--- config.mk ---
export PLATFORM = sky130hd
export DESIGN_NAME = sub_cz_iter
export DESIGN_NICKNAME = d
export VERILOG_FILES = /design/src/rtl/lau_pkg.sv /design/src/rtl/sub_cz_slice.sv /design/src/rtl/sub_cz_iter.sv
export SDC_FILE = /design/constraint.sdc
export NUM_CORES = 1
export LEC_CHECK = 0
export CAP_MARGIN = 20
export CORE_ASPECT_RATIO = 0.9
export CORE_MARGIN = 4
export CORE_UTILIZATION = 41
export CTS_BUF_LIST = sky130_fd_sc_hd__clkbuf_16
export CTS_CLUSTER_SIZE = 12
export DETAILED_ROUTE_END_ITERATION = 10
export PLACE_DENSITY = 0.68
export RECOVER_POWER = 25
export SETUP_SLACK_MARGIN = 0.2
export SLEW_MARGIN = 20
export SYNTH_ARGS = -nofsm -noshare
export SYNTH_HDL_FRONTEND = slang
export SYNTH_HIERARCHICAL = 1
export SYNTH_SLANG_ARGS = --single-unit
--- constraint.sdc ---
create_clock -name clk -period 9.14 [get_ports clk]
set_input_delay 0.914 -clock clk [delete_from_list [all_inputs] [get_ports clk]]
set_output_delay 0.914 -clock clk [all_outputs]
set_load 0.005 [all_outputs]
--- src/rtl/lau_pkg.sv ---
// Shared types for the LAU arithmetic blocks.
package lau_pkg;

  // Prefix-network structure selection for arithmetic slices.
  typedef enum logic {
    SLOW,
    FAST
  } speed_e;

  // Control states of the iterative subtractor.
  typedef enum logic [1:0] {
    IDLE,
    BUSY,
    DONE
  } sub_cz_iter_state_e;

  // Counter width able to index n chunks (never below 1 bit).
  function automatic int unsigned cnt_width(input int unsigned n);
    return (n > 1) ? $clog2(n) : 1;
  endfunction

endpackage

--- src/rtl/sub_cz_slice.sv ---
// Combinational chunk subtractor: s = a - b - bi, with borrow out and zero flag.
// Borrow chain is a PrefixAndOr network over (generate, propagate) pairs;
// FAST uses a log-depth parallel prefix, SLOW a serial ripple.
module sub_cz_slice
  import lau_pkg::*;
#(
  parameter int unsigned chunk = 16,
  parameter speed_e      speed = FAST
) (
  input  logic [chunk-1:0] a,
  input  logic [chunk-1:0] b,
  input  logic             bi,
  output logic [chunk-1:0] s,
  output logic             bo,
  output logic             zero
);

  logic [chunk-1:0] g;
  logic [chunk-1:0] p;
  logic [chunk-1:0] gp;
  logic [chunk-1:0] bin;

  // Per-bit borrow generate (a=0,b=1) and propagate (a==b).
  always_comb begin
    g = ~a & b;
    p = ~(a ^ b);
  end

  if (speed == FAST) begin : g_fast
    logic [chunk-1:0] gg;
    logic [chunk-1:0] pp;

    // Parallel prefix AND-OR; descending index keeps each stage reading old values.
    always_comb begin
      gg    = g;
      pp    = p;
      gg[0] = g[0] | (p[0] & bi);
      for (int unsigned d = 1; d < chunk; d = d * 2) begin
        for (int i = int'(chunk) - 1; i >= int'(d); i--) begin
          gg[i] = gg[i] | (pp[i] & gg[i-int'(d)]);
          pp[i] = pp[i] & pp[i-int'(d)];
        end
      end
      gp = gg;
    end
  end else begin : g_slow
    // Serial AND-OR ripple of the borrow.
    always_comb begin
      logic c;
      c  = bi;
      gp = '0;
      for (int i = 0; i < int'(chunk); i++) begin
        c     = g[i] | (p[i] & c);
        gp[i] = c;
      end
    end
  end

  // Borrow into each bit, difference, borrow out and zero detect.
  always_comb begin
    bin[0] = bi;
    for (int i = 1; i < int'(chunk); i++) begin
      bin[i] = gp[i-1];
    end
    s    = a ^ b ^ bin;
    bo   = gp[chunk-1];
    zero = ~|s;
  end

endmodule

--- src/rtl/sub_cz_iter.sv ---
// Multi-cycle wide subtractor {co,s} = a - b - ci with borrow out and zero flag.
// Processes chunk bits per cycle, LSB chunk first, chaining borrow and zero
// through registers. Optional macro SUB_CZ_ITER_OVFL_EN adds signed overflow v.
module sub_cz_iter
  import lau_pkg::*;
#(
  parameter int unsigned width = 64,
  parameter int unsigned chunk = 16,
  parameter speed_e      speed = FAST
) (
  input  logic             clk,
  input  logic             rst,
  input  logic             in_valid,
  output logic             in_ready,
  input  logic [width-1:0] a,
  input  logic [width-1:0] b,
  input  logic             ci,
  output logic             out_valid,
  input  logic             out_ready,
  output logic [width-1:0] s,
  output logic             co,
`ifdef SUB_CZ_ITER_OVFL_EN
  output logic             v,
`endif
  output logic             z
);

  localparam int unsigned N  = width / chunk;
  localparam int unsigned CW = cnt_width(N);
  localparam logic [CW-1:0] K_LAST = CW'(N - 1);

  if (width % chunk != 0) begin : g_bad_chunk
    $error("sub_cz_iter: width must be a multiple of chunk");
  end

  sub_cz_iter_state_e state_q;
  sub_cz_iter_state_e state_d;
  logic [CW-1:0]      k_q;
  logic [width-1:0]   a_q;
  logic [width-1:0]   b_q;
  logic               br_q;
  logic               zacc_q;
  logic               accept;
  logic               last;
  logic [31:0]        off;
  logic [chunk-1:0]   sl_s;
  logic               sl_bo;
  logic               sl_zero;

  assign off = 32'(k_q) * chunk;

  sub_cz_slice #(
    .chunk (chunk),
    .speed (speed)
  ) u_slice (
    .a    (a_q[off +: chunk]),
    .b    (b_q[off +: chunk]),
    .bi   (br_q),
    .s    (sl_s),
    .bo   (sl_bo),
    .zero (sl_zero)
  );

  // State register.
  always_ff @(posedge clk) begin
    if (rst) state_q <= IDLE;
    else     state_q <= state_d;
  end

  // Next-state and handshake decode.
  always_comb begin
    state_d = state_q;
    accept  = 1'b0;
    last    = 1'b0;
    case (state_q)
      IDLE: begin
        if (in_valid && in_ready) begin
          accept  = 1'b1;
          state_d = BUSY;
        end
      end
      BUSY: begin
        if (k_q == K_LAST) begin
          last    = 1'b1;
          state_d = DONE;
        end
      end
      DONE: begin
        if (out_valid && out_ready) state_d = IDLE;
      end
      default: state_d = IDLE;
    endcase
  end

  // Operand latch, chunk counter and borrow/zero chaining.
  always_ff @(posedge clk) begin
    if (rst) begin
      k_q    <= '0;
      a_q    <= '0;
      b_q    <= '0;
      br_q   <= 1'b0;
      zacc_q <= 1'b0;
    end else if (accept) begin
      k_q    <= '0;
      a_q    <= a;
      b_q    <= b;
      br_q   <= ci;
      zacc_q <= 1'b1;
    end else if (state_q == BUSY) begin
      k_q    <= last ? '0 : k_q + CW'(1);
      br_q   <= sl_bo;
      zacc_q <= zacc_q & sl_zero;
    end
  end

  // Registered outputs; co/z/v update on the final chunk and hold thereafter.
  always_ff @(posedge clk) begin
    if (rst) begin
      in_ready  <= 1'b1;
      out_valid <= 1'b0;
      s         <= '0;
      co        <= 1'b0;
      z         <= 1'b0;
`ifdef SUB_CZ_ITER_OVFL_EN
      v         <= 1'b0;
`endif
    end else begin
      in_ready  <= (state_d == IDLE);
      out_valid <= (state_d == DONE);
      if (state_q == BUSY) begin
        s[off +: chunk] <= sl_s;
        if (last) begin
          co <= sl_bo;
          z  <= zacc_q & sl_zero;
`ifdef SUB_CZ_ITER_OVFL_EN
          v  <= (a_q[width-1] ^ b_q[width-1]) & (a_q[width-1] ^ sl_s[chunk-1]);
`endif
        end
      end
    end
  end

endmodule
Word level (Yosys, flattened, before mapping)

Cells that the tools add are included.

Flip-flop bits (word level): 202
Bits of input ports: 133
Output and inout port bits: 68
Word-level logic and storage cells: 184

$add $sub $neg: 2
Equal/unequal tests: 4
Shifts and indexed selects: 4
Muxes and demuxes: 14
Bitwise operators: 140
Reductions and logical operators: 9

Operators by type and width:

| kind                                                                      | number |
|---|---|
| 64-bit by 7-bit indexed part select with 16-bit output                    | 2 |
| 1-bit bitwise AND                                                         | 85 |
| 64-bit bitwise mux                                                        | 1 |
| 16-bit by 34-bit variable shift with 64-bit output (first input constant) | 1 |
| 16-bit by 34-bit indexed part select with 64-bit output                   | 1 |
| 1-bit bitwise OR                                                          | 50 |
| 6-bit negation with 34-bit output                                         | 1 |
| 16-bit NOT                                                                | 2 |
| 16-bit XOR                                                                | 2 |
| 16-bit bitwise AND                                                        | 1 |
| 16-bit OR reduction                                                       | 1 |
| 1-bit 2-to-1 mux                                                          | 8 |
| 2-bit 2-to-1 mux                                                          | 4 |
| 2-bit == test (second input constant)                                     | 3 |
| 2-bit one-hot mux with 3 select lines                                     | 1 |
| 2-bit zero test                                                           | 2 |
| 2-bit by 1-bit adder with 2-bit output (second input constant)            | 1 |
| 2-bit by 1-bit == test with 1-bit output (second input constant)          | 1 |
| 1-bit logical AND                                                         | 2 |
| 2-bit AND reduction                                                       | 1 |
| 2-bit nonzero test                                                        | 1 |
| 2-bit OR reduction                                                        | 1 |
| 1-bit zero test                                                           | 1 |

Depth between registers and ports, before layout

Gate-level depths: netlist of run 1.

Depth in word-level cells: 17
Mapped depth: 15
Depth with buffers taken out: 12

Hierarchy

The synthesis of run 1 kept the hierarchy.

By module, submodules not included:

| module       | times used | cells each | area each (µm²) | sequential area each (µm²) |
|---|---|---|---|---|
| sub_cz_iter  | 1          | 795        | 7813.7          | 4043.9 |
| sub_cz_slice | 1          | 106        | 767.0           | 0.0 |

Least setup slack after synthesis of run 1

No wires, ideal clock.

Kind: flip-flop to flip-flop
Start point: register k_q[1]
End point: register zacc_q
Library setup time: 0.070 ns
Arrival: 3.728 ns
Slack: 5.342 ns
Stages on the path, launching flop included: 14
Buffers on the path: 3
Clock period less this slack: 3.798 ns
Cell sequence: dfxtp_1 buf_2 buf_4 buf_2 mux4_2 fa_1 a211o_1 a2111o_1 a221oi_2 xor2_1 nor4b_1 nor4bb_1 o21ai_0 a21oi_1

RTL lines:

| what                                                                             | line                                                       | RTL |
|---|---|---|
| from (decl)                                                                      | sub_cz_iter.sv:38                                          | `logic [CW-1:0] k_q;` |
| from (signal assigned)                                                           | sub_cz_iter.sv:110                                         | `k_q <= last ? '0 : k_q + CW'(1);` |
| 64-bit by 7-bit indexed part select with 16-bit output, on equally long branches | sub_cz_iter.sv:56, sub_cz_iter.sv:57                       |  |
| 16-bit XOR / 16-bit NOT (equally long branches)                                  | sub_cz_slice.sv:26, sub_cz_slice.sv:65, sub_cz_slice.sv:25 |  |
| 16-bit NOT / 16-bit bitwise AND (equally long branches)                          | sub_cz_slice.sv:26, sub_cz_slice.sv:25                     |  |
| 1-bit bitwise AND                                                                | sub_cz_slice.sv:40                                         | `gg[i] = gg[i] \| (pp[i] & gg[i-int'(d)]);` |
| 1-bit bitwise OR                                                                 | sub_cz_slice.sv:40                                         |  |
| 1-bit bitwise AND                                                                | sub_cz_slice.sv:40                                         |  |
| 1-bit bitwise OR                                                                 | sub_cz_slice.sv:40                                         |  |
| 1-bit bitwise AND                                                                | sub_cz_slice.sv:40                                         |  |
| 1-bit bitwise OR (2 in a row)                                                    | sub_cz_slice.sv:40                                         |  |
| 16-bit XOR *                                                                     | sub_cz_slice.sv:65                                         | `s = a ^ b ^ bin;` |
| named net sl_s[11]                                                               | sub_cz_iter.sv:46                                          | `logic [chunk-1:0] sl_s;` |
| 16-bit OR reduction *                                                            | sub_cz_slice.sv:67                                         | `zero = ~\|s;` |
| 1-bit zero test *                                                                | sub_cz_slice.sv:67                                         |  |
| named net sl_zero                                                                | sub_cz_iter.sv:48                                          | `logic sl_zero;` |
| 1-bit bitwise AND *                                                              | sub_cz_iter.sv:112                                         | `zacc_q <= zacc_q & sl_zero;` |
| 1-bit 2-to-1 mux *                                                               | sub_cz_iter.sv:109                                         | `end else if (state_q == BUSY) begin` |
| 1-bit 2-to-1 mux *                                                               | sub_cz_iter.sv:103                                         | `end else if (accept) begin` |
| to (signal assigned)                                                             | sub_cz_iter.sv:112                                         |  |
| to (decl)                                                                        | sub_cz_iter.sv:42                                          | `logic zacc_q;` |

Mark *: on every way through the listed nets, which the timed path passes. The rest lies on a longest branch. The select of a mux whose other input is x is not followed.
A chain may end at the register's enable or synchronous reset.

Worst setup path after layout of run 1

Same ends and word-level chain as after synthesis.

==> results.md, run 1 <==
* DR vias/cell at roughly 5.3
* Min-delay src: b_q[30]
* Clock Pin Slew Worst Setup and Hold Paths at roughly 0.060 ns
* Die height at between 100 and 150 µm
* Pwr per Cell Area at a little under 200 nW/µm²
* Final setup fails at 0
* Max Root-Sink Buffers at 3
* Unrepaired setup endpoints after global routing: no
* DRC viols at 0
* Min-delay worst type: reg2reg
* Failing checks: max-capacitance violations, max-slew violations
* Crit path DAT at ~5.4 ns
* Io pins at 201
* Commonest cells post-synth: nand2_1 (263), dfxtp_1 (202), a21oi_1 (141)
* Die X at around 160 µm
* TritonCTS clock tree: done
* DP Cell Count at about 1.3k
* P&R area growth vs syn at 30.2%
* Critical path origin: k_q[1]
* Ant. Diodes at 0
* Yosys cell types at 54
* TritonCTS buffer count at 22
* Initial Util at 0.423
* Slew Limit Fails at around 100
* Worst skew pair latency at ~0.5 ns
* Worst reg2reg setup slack at between 4 and 5 ns
* Post-layout util at 0.551
* Port bufs at 200
* Leak at 4.27 nW
* Max cap viols at 2
* Synth Cell Area at about 8600 µm²
* Layout cell share with drive strength beyond 1 at 0.0745
* Number of detailed-route iterations in the first pass at 5
* GPL Wtd Cong at between 0.8 and 0.9
* DR vias at 7173
* Largest net degree at the start of global routing at 92
* Multi-input gate area at roughly 4000 µm²
* #FFs+latches synth at roughly 200
* Iteration-0 DRC Markers at 488
* Fin Setup TNS at 0 ns
* Row cnt at 49
* Final Net Count at about 1.2k
* Synthesized Nets at 1055
* Register area at roughly 4000 µm²
* Final hold vios at 0
* Syn Inst Count at 901
* Clock Sinks at approximately 200
* Critical Path Sink Type: register
* Ys flop type: dfxtp_1
* Synth Warn # at 6
* Clock period minus final worst setup slack at around 5.0 ns
* Hold path cells at 2
* Largest area contributor in the netlist: dfxtp_1
* Worst slew pin tran at 2.71 ns
* Synth async-reset ratio at 0
* WL final at around 24000 µm
* Synth area leaders: dfxtp_1 (47%), nand2_1 (12%), mux4_2 (8.4%)
* Global-route wire length before repair at about 38000 µm
* Period Utilization, post-route at 0.549
* Drt wl/cell at 17.8 µm
* Fmax achieved at around 0.2 GHz
* Initial antenna violation count at 0
* Sink of the worst hold path: b_q[30]
* Worst R2R Path Depth at 11
* Post_cts resized at 0
* Seq/Total Area, Yosys at 0.471
* Skew final at 0.0123 ns
* Detail Route Antenna Nets at 0
* Die area at between 20000 and 25000 µm²
* Reg-to-Reg Start: k_q[1]
* Synth top area share at 0.471
* Post-synth EDFFs at 0
* Core Box Area at approximately 20000 µm²
* Relative slew slack at -0.814
* WP data required at approximately 9.5 ns
* Worst Path Max Fanout at 36
* Status: finished, violations left
* Post-route insts no fill at between 1k and 1.5k
* GR Util All Layers at 0.197
* Most frequent cell after synthesis: nand2_1
* Hpwl dp at 17300 µm
* Number of H-tree levels at 1
* Grt ovf at 0
* FF-to-FF End: zacc_q
* Avg Inst Size Synth at roughly 9.5 µm²
* Vias in the first global route at ~7.0k
* Fill cells at ~1.8k
* Post-CTS Hold Buffers at 0
* Root buf cell: clkbuf_16
* Crit Path Class: reg2reg
* Maximum VDD drop at 105 µV
* Post-CTS setup buffer count at 0
* CP startpoint kind: register
==> per-layer routing <==
layer	track usage	routed length, µm
met1	0.288	11200
met2	0.303	10600
met3	0.0400	1760
met4	0.0417	469
met5	0	0
==> layout make-up <==
cell class                      count  area share
Multi-Input combinational cell    608       0.360
Timing Repair Buffer              204       0.182
Clock buffer                       23      0.0515
Clock inverter                     13     0.00515
Inverter                           24     0.00829
Tap cell                          280      0.0314
Sequential cell                   202       0.362
==> cells by family (layout without fill, tap and decap cells) <==
logic type / Yosys count / in the layout / synth area share
compound gates: 233 / 233 / 0.176
xor+xnor: 18 / 18 / 0.0184
fa+ha+maj: 21 / 21 / 0.0315
buf+inv: 91 / 264 / 0.0591
flops: 202 / 202 / 0.471
mux: 34 / 34 / 0.0865
simple gates: 302 / 302 / 0.157
==> cells in the final DEF (no fill, tap or decap), types with 3 or more instances in the layout <==
cell	netlist	final
nand2_1	263	263
dfxtp_1	202	201
a21oi_1	141	141
clkdlybuf4s50_1	0	137
dlygate4sd3_1	0	62
mux4_2	32	32
a32o_1	32	32
a22o_1	32	32
inv_1	22	29
clkbuf_16	0	23
ha_1	20	20
xor2_1	12	12
nor2_1	6	6
o21ai_0	6	6
xnor2_1	6	6
nand4_1	5	5
buf_4	22	5
nand3b_1	3	4
nor4_4	3	3
a21oi_2	3	3
nand2b_1	3	3
clkinv_1	0	3
a211oi_1	3	3
nor2b_1	3	3
==> through the flow <==
stage	setup slack, ns	hold slack (ns)	cell area [µm²]	power (W)
floorplan	5.34	0.433	8580	0.00127
global placement	4.50	0.440	10600	0.00142
detailed placement	4.46	0.445	10600	0.00142
CTS	4.44	0.452	11200	0.00220
global route	3.62	0.470	11200	0.00229
finish	4.12	0.452	11200	0.00219
==> registers in the layout, indices dropped and copies added (netlist names) <==
register   cells
a_q           64
b_q           64
br_q           1
co             1
in_ready       1
k_q            2
out_valid      1
s             64
state_q        2
z              1
zacc_q         1
==> how the worst max path moves through the flow <==
stage	end	slack, ns	cells after the start
CTS	zacc_q	4.44	11
global placement	zacc_q	4.50	11
finish	zacc_q	4.12	11
floorplan	zacc_q	5.34	13
global route	zacc_q	3.62	11
detailed placement	zacc_q	4.46	11
==> power by group <==
group          internal, W  leakage, nW  switching (W)
logic             0.000185         2.30       0.000251
clock network     0.000449        0.330       0.000339
registers         0.000933         1.65      0.0000341
==> worst max-delay path, stage by stage (launching register included) <==
cell,delay (ns)
dfxtp_1,1.54
mux4_2,0.45
inv_1,0.07
fa_1,0.47
a211o_1,0.30
a2111o_1,0.45
a221oi_2,0.38
xor2_1,0.21
nor4b_1,0.32
nor4bb_1,0.38
o21ai_0,0.15
a21oi_1,0.16
Note: power is estimated with default switching activity, not from simulation.
==> inputs of run 2 (changes only) <==
--- a/config.mk
+++ b/config.mk
@@ -12,7 +12,7 @@
 export CTS_BUF_LIST = sky130_fd_sc_hd__clkbuf_16
 export CTS_CLUSTER_SIZE = 12
 export DETAILED_ROUTE_END_ITERATION = 10
-export PLACE_DENSITY = 0.68
+export PLACE_DENSITY = 0.7
 export RECOVER_POWER = 25
 export SETUP_SLACK_MARGIN = 0.2
 export SLEW_MARGIN = 20
==> constraint.sdc (replaced) <==
create_clock -name clk -period 4.5 [get_ports clk]
set_input_delay 0.45 -clock clk [delete_from_list [all_inputs] [get_ports clk]]
set_output_delay 0.45 -clock clk [all_outputs]
set_load 0.005 [all_outputs]
==> run 2 against run 1 <==
The flow now finishes without violations. Sequential cell count stayed put. First-iteration DRC count grew 18%. Non-clock buffer count up 6. Maximum frequency increased by 28%. Combinational power up 110%. Clock power rose by 88%. Setup slack got worse by 3.5 ns. Largest power group unchanged.
==> results.md, run 2 (synthesis results as in run 1) <==
* Crit path DAT at 4.30 ns (-1.08 ns)
* Port bufs at 200 (unchanged)
* Post-CTS Hold Buffers at 0 (unchanged)
* Worst slew pin tran at 1.31 ns (-1.40 ns)
* Most frequent cells in the layout: nand2_1 (263), dfxtp_1 (200), a21oi_1 (141)
* DR vias/cell at 5.32 (+0.45%)
* Worst Path Max Fanout at 14 (-61%)
* GPL Wtd Cong at 0.819 (-3.8%)
* Number of H-tree levels at 1 (unchanged)
* Clock power frac at 0.340 (-0.020)
* Hpwl dp at 17500 µm (+1.1%)
* Max cap viols at 0 (-2)
* Sequential share of power at 0.452 (+0.011)
* Family with the most delay on the worst path: compound AO/OA/AOI/OAI gates
* WL final at 23600 µm (-1.7%)
* Leak at 4.30 nW (+0.67%)
* Maximum VDD drop at 213 µV (+100%)
* Final setup fails at 0 (unchanged)
* Combinational share of power at 0.208 (+0.009)
* Crit Path Class: reg2reg
* Highest cell delay on the worst timing path at 0.56 ns (-0.98 ns)
* Regs by FF count: a_q x64, b_q x64, s x64
* Initial Util at 0.423 (unchanged)
* Number of detailed-route iterations in the first pass at 5 (unchanged)
* Hold slack at 0.452 ns (+0.0000310 ns)
* Fin Setup TNS at 0 ns (unchanged)
* DP Cell Count at 1324 (+0.46%)
* WP data required at 4.89 ns (-4.61 ns)
* Crit path buf inv count at 0 (-1)
* Leading cell type in the layout, fill and taps excluded: nand2_1
* Worst skew pair latency at 0.48 ns (-0.02 ns)
* Initial antenna violation count at 0 (unchanged)
* Die height at 145 µm (unchanged)
* Core Box Area at 20300 µm² (unchanged)
* Status: finished, final reports clean
* DRC viols at 0 (unchanged)
* Post-route insts no fill at 1354 (unchanged)
* Iteration-0 DRC Markers at 578 (+18%)
* Drt wl/cell at 17.5 µm (-1.7%)
* Internal at 0.00311 W (+98%)
* Crit-path slowest cell: mux4_2
* Relative slew slack at 0.122 (+0.936)
* Row cnt at 49 (unchanged)
* CP Cell Sequence: mux4_2 -> fa_1 -> a211o_1 -> a2111o_1 -> a221oi_2 -> xor2_1 -> nor4b_1 -> nor4bb_1 -> o21ai_0 -> a21oi_1
* Clock period minus final worst setup slack at 3.91 ns (-1.11 ns)
* Setup WS pre-CTS at 0.446 ns (-4.01 ns)
* Ant. Diodes at 0 (unchanged)
* CP startpoint kind: register
* Critical Path Sink Type: register
* Sw Ratio at 0.284 (-0.000427)
* TritonCTS buffer count at 21 (-4.5%)
* Largest net degree at the start of global routing at 104 (+13%)
* Grt ovf at 0 (unchanged)
* DR vias at 7205 (+0.45%)
* Detail Route Antenna Nets at 0 (unchanged)
* Clock Sinks at 202 (unchanged)
* Skew final at 0.00557 ns (-0.00670 ns)
* Root buf cell: clkbuf_16
* TritonCTS clock tree: done
* Layout cell share with drive strength beyond 1 at 0.0791 (+0.00466)
* Io pins at 201 (unchanged)
* Final Net Count at 1221 (+0.41%)
* Max Root-Sink Buffers at 3 (unchanged)
* Vias in the first global route at 6864 (-1.8%)
* Total Power at 0.00434 W (+98%)
* GR Util All Layers at 0.194 (-0.00285)
* Final WS setup at 0.593 ns (-3.53 ns)
* Die area at 23300 µm² (unchanged)
* Period Utilization, post-route at 0.868 (+0.319)
* Unrepaired setup endpoints after global routing: no
* Slew Limit Fails at 0 (-100%)
* Clock Pin Slew Worst Setup and Hold Paths at 0.06 ns (about the same)
* P&R area growth vs syn at 30.1%
* Final hold vios at 0 (unchanged)
* Global-route wire length before repair at 37200 µm (-2.0%)
* Post-CTS setup buffer count at 0 (unchanged)
* Switching power total at 0.00123 W (+98%)
* Cell count along the critical path at 10 (-1)
* Fmax achieved at 0.256 GHz (+28%)
* Die X at 160 µm (unchanged)
* Pwr per Cell Area at 389 nW/µm² (+98%)
* Worst R2R Path Depth at 10 (-1)
* Hold path cells at 2 (unchanged)
* Min-delay worst type: reg2reg
==> run 2: changes by cell type in the layout (fill, tap and decap cells not counted) <==
cell	previous run	this run
buf_4	5	11
clkbuf_16	23	21
clkinvlp_4	2	0
dfxtp_1	201	200
dfxtp_4	0	1
inv_1	29	27
mux2_1	1	0
mux2_2	0	1
nand3b_1	4	3
nand3b_4	1	2
==> run 2: timing repair <==
item                       4_1_cts  5_1_grt
gates resized for setup          0        1
hold endpoints to repair         0        0
setup endpoints to repair        0        2
==> run 2: layer usage <==
metal	GRT usage	vias to the layer above	wire length, µm
met5	0	-	0
met4	0.0400	0	415
met3	0.0372	32	1730
met2	0.301	256	10700
met1	0.284	3430	10800
li1	-	3487	-
==> run 2: per-stage QoR <==
stage | util | area, µm²
floorplan | - | 8580
global route | 0.550 | 11200
detailed placement | 0.523 | 10600
CTS | 0.551 | 11200
finish | 0.550 | 11200
global placement | 0.523 | 10600
==> run 2: worst register-to-register path, cell delays in order (launching register included) <==
cell and delay (ns):
dfxtp_4 0.50, mux4_2 0.56, fa_1 0.47, a211o_1 0.31, a2111o_1 0.45, a221oi_2 0.38, xor2_1 0.21, nor4b_1 0.32
nor4bb_1 0.33, o21ai_0 0.16, a21oi_1 0.15
==> run 2: final cells by class <==
cell class	count	area [µm²]
Multi-Input combinational cell	608	4030
Inverter	24	92.6
Fill cell	1858	9130
Clock inverter	9	35.0
Sequential cell	202	4050
Tap cell	280	350
Clock buffer	21	526
Timing Repair Buffer	210	2070
==> run 2: path summary, 6_finish.rpt <==
check	endpoint	startpoint	slack, ns
max	zacc_q	k_q[0]	0.59
min	b_q[24]	b_q[24]	0.45
max reg2reg	zacc_q	k_q[0]	0.59
min reg2reg	b_q[24]	b_q[24]	0.45
==> run 2: power groups by stage <==
| stage | combinational, W | clock, W | sequential [W] |
|---|---|---|---|
| 2_1_floorplan | 0.000601 | 0 | 0.00197 |
| 5_1_grt | 0.000989 | 0.00159 | 0.00198 |
| 4_1_cts | 0.000906 | 0.00151 | 0.00197 |
| 3_5_place_dp | 0.000902 | 0 | 0.00200 |
| 6_report | 0.000902 | 0.00148 | 0.00196 |
| 3_3_place_gp | 0.000889 | 0 | 0.00200 |
==> inputs of run 3 (changes only) <==
--- a/config.mk
+++ b/config.mk
@@ -7,7 +7,6 @@
 export LEC_CHECK = 0
 export CAP_MARGIN = 20
 export CORE_ASPECT_RATIO = 0.9
-export CORE_MARGIN = 4
 export CORE_UTILIZATION = 41
 export CTS_BUF_LIST = sky130_fd_sc_hd__clkbuf_16
 export CTS_CLUSTER_SIZE = 12
==> run 3 against run 2 <==
Clock-buffer cell count increased by 2. First-iteration DRC count decreased by 12%. Clock power increased by 8%. Maximum frequency increased by 2.5%. Combinational power increased by 2.7%. Critical path depth unchanged. Sequential power about the same. Critical endpoint is now z.
==> results.md, run 3 (synthesis results as in run 1) <==
* Status: finished, final reports clean
* Port bufs at 200 (unchanged)
* Switching power total at 0.00129 W (+4.4%)
* Sw Ratio at 0.287 (+0.00299)
* Maximum VDD drop at 262 µV (+23%)
* GPL Wtd Cong at 0.814 (-0.60%)
* Root buf cell: clkbuf_16
* Period Utilization, post-route at 0.847 (-0.0213)
* Clock Sinks at 202 (unchanged)
* WP data required at 4.92 ns (+0.03 ns)
* Final hold vios at 0 (unchanged)
* Vias in the first global route at 6772 (-1.3%)
* Unrepaired setup endpoints after global routing: no
* Initial Util at 0.424 (+0.00128)
* Global routing usage on met2 at 0.350 (+0.0486)
* Skew final at 0.0141 ns (+0.00849 ns)
* DR vias/cell at 5.32 (about the same)
* Regs by FF count: a_q x64, b_q x64, s x64
* Critical Path Sink Type: register
* Initial antenna violation count at 0 (unchanged)
* Row cnt at 49 (unchanged)
* Die height at 139 µm (-4.1%)
* Iteration-0 DRC Markers at 509 (-12%)
* Sequential share of power at 0.437 (-0.015)
* Clock period minus final worst setup slack at 3.81 ns (-0.0957 ns)
* Most frequent cells in the layout: nand2_1 (263), dfxtp_1 (200), a21oi_1 (141)
* Crit path DAT at 4.24 ns (-0.06 ns)
* WL final at 23300 µm (-1.4%)
* Min-delay worst type: in2reg
* Post-layout util at 0.558 (+0.00760)
* Relative slew slack at 0.314 (+0.192)
* Detail Route Antenna Nets at 0 (unchanged)
* Combinational share of power at 0.206 (-0.002)
* Hpwl dp at 16600 µm (-4.8%)
* Grt ovf at 0 (unchanged)
* Hold path cells at 2 (unchanged)
* Worst Path Max Fanout at 16 (+2)
* Internal at 0.00320 W (+2.9%)
* Largest net degree at the start of global routing at 114 (+9.6%)
* Global-route wire length before repair at 37000 µm (-0.58%)
* Worst slew pin tran at 1.03 ns (-0.281 ns)
* Number of detailed-route iterations in the first pass at 4 (-1)
* Ant. Diodes at 0 (unchanged)
* Final setup fails at 0 (unchanged)
* Max Root-Sink Buffers at 3 (unchanged)
* GRT Max-Usage Layer: met2
* Fmax achieved at 0.262 GHz (+2.5%)
* Drt wl/cell at 17.4 µm (-0.42%)
* GR Util All Layers at 0.216 (+0.0220)
* Clock Pin Slew Worst Setup and Hold Paths at 0.06 ns (about the same)
* Pwr per Cell Area at 398 nW/µm² (+2.3%)
* Worst R2R Path Depth at 10 (unchanged)
* GR Util met1 at 0.308 (+0.0240)
* Final Net Count at 1227 (+0.49%)
* P&R area growth vs syn at 31.5%
* Number of H-tree levels at 1 (unchanged)
* Met3 GRT Util at 0.0302 (-0.00694)
* Max cap viols at 0 (unchanged)
* Slew Limit Fails at 0 (unchanged)
* CP startpoint kind: register
* Leading cell type in the layout, fill and taps excluded: nand2_1
* Io pins at 201 (unchanged)
* Worst skew pair latency at 0.50 ns (+0.02 ns)
* Die area at 21500 µm² (-7.7%)
* TritonCTS clock tree: done
* DR vias at 7125 (-1.1%)
* Layout cell share with drive strength beyond 1 at 0.0876 (+0.00841)
* Clock power frac at 0.357 (+0.017)
* Fin Setup TNS at 0 ns (unchanged)
* Total Power at 0.00449 W (+3.4%)
* DRC viols at 0 (unchanged)
* Crit Path Class: reg2reg
* Leak at 4.39 nW (+1.9%)
* Core Box Area at 20200 µm² (-0.30%)
* TritonCTS buffer count at 22 (+4.8%)
* Die X at 154 µm (-3.7%)
[run 3: cell count changes in the layout (fill, tap and decap cells not counted), moves of 2 or more]
| cell | change |
|---|---|
| buf_6 | +2 |
| dlygate4sd3_1 | +5 |
| clkinvlp_4 | +2 |
| clkinv_1 | +2 |
| clkbuf_16 | +2 |
| clkdlybuf4s50_1 | -5 |
| buf_4 | +2 |
[run 3: critical path, cell delays in order (launching register included)]
cell      delay [ns]
dfxtp_2         0.60
mux4_2          0.39
fa_1            0.46
a211o_1         0.31
a2111o_1        0.46
a221oi_2        0.39
xor2_1          0.23
nor4b_1         0.33
nor4bb_2        0.29
nand4_1         0.13
a21oi_1         0.15
[run 3: layout make-up]
class	count	area, µm²
Clock buffer	23	576
Clock inverter	13	56.3
Fill cell	1850	8950
Inverter	24	92.6
Multi-Input combinational cell	608	4060
Sequential cell	202	4050
Tap cell	255	319
Timing Repair Buffer	215	2130
[run 3: routing by layer]
metal  routed length (µm)  vias up
li1                     -     3506
met1                10800     3347
met2                10800      244
met3                 1350       28
met4                  369        0
met5                    0        -
[run 3: stage by stage]
stage / setup WS (ns) / hold slack, ns / std cells / area [µm²]
3_5_place_dp: 0.325 / 0.445 / 1298 / 10600
3_3_place_gp: 0.450 / 0.440 / 1298 / 10600
4_1_cts: 0.330 / 0.353 / 1334 / 11200
6_report: 0.689 / 0.361 / 1340 / 11300
2_1_floorplan: 0.702 / 0.433 / 901 / 8580
5_1_grt: 0.260 / 0.390 / 1340 / 11300
[run 3: what timing repair did]
action,4_1_cts,5_1_grt
setup endpoints to repair,0,2
gates resized for setup,0,2
buffers inserted,0,6
hold buffers,0,0
[run 3: power by group through the flow]
| stage | Combinational, W | Sequential (W) | Clock, W |
|---|---|---|---|
| 2_1_floorplan | 0.000601 | 0.00197 | 0 |
| 4_1_cts | 0.000910 | 0.00197 | 0.00162 |
| 6_report | 0.000926 | 0.00196 | 0.00160 |
| 3_5_place_dp | 0.000906 | 0.00200 | 0 |
| 3_3_place_gp | 0.000895 | 0.00200 | 0 |
| 5_1_grt | 0.00100 | 0.00197 | 0.00171 |
[run 3: path summary, 6_finish.rpt]
| kind | startpoint | endpoint | slack, ns |
|---|---|---|---|
| min | rst | co | 0.36 |
| max | k_q[1] | z | 0.69 |
| min reg2reg | b_q[52] | b_q[52] | 0.45 |
| max reg2reg | k_q[1] | z | 0.69 |
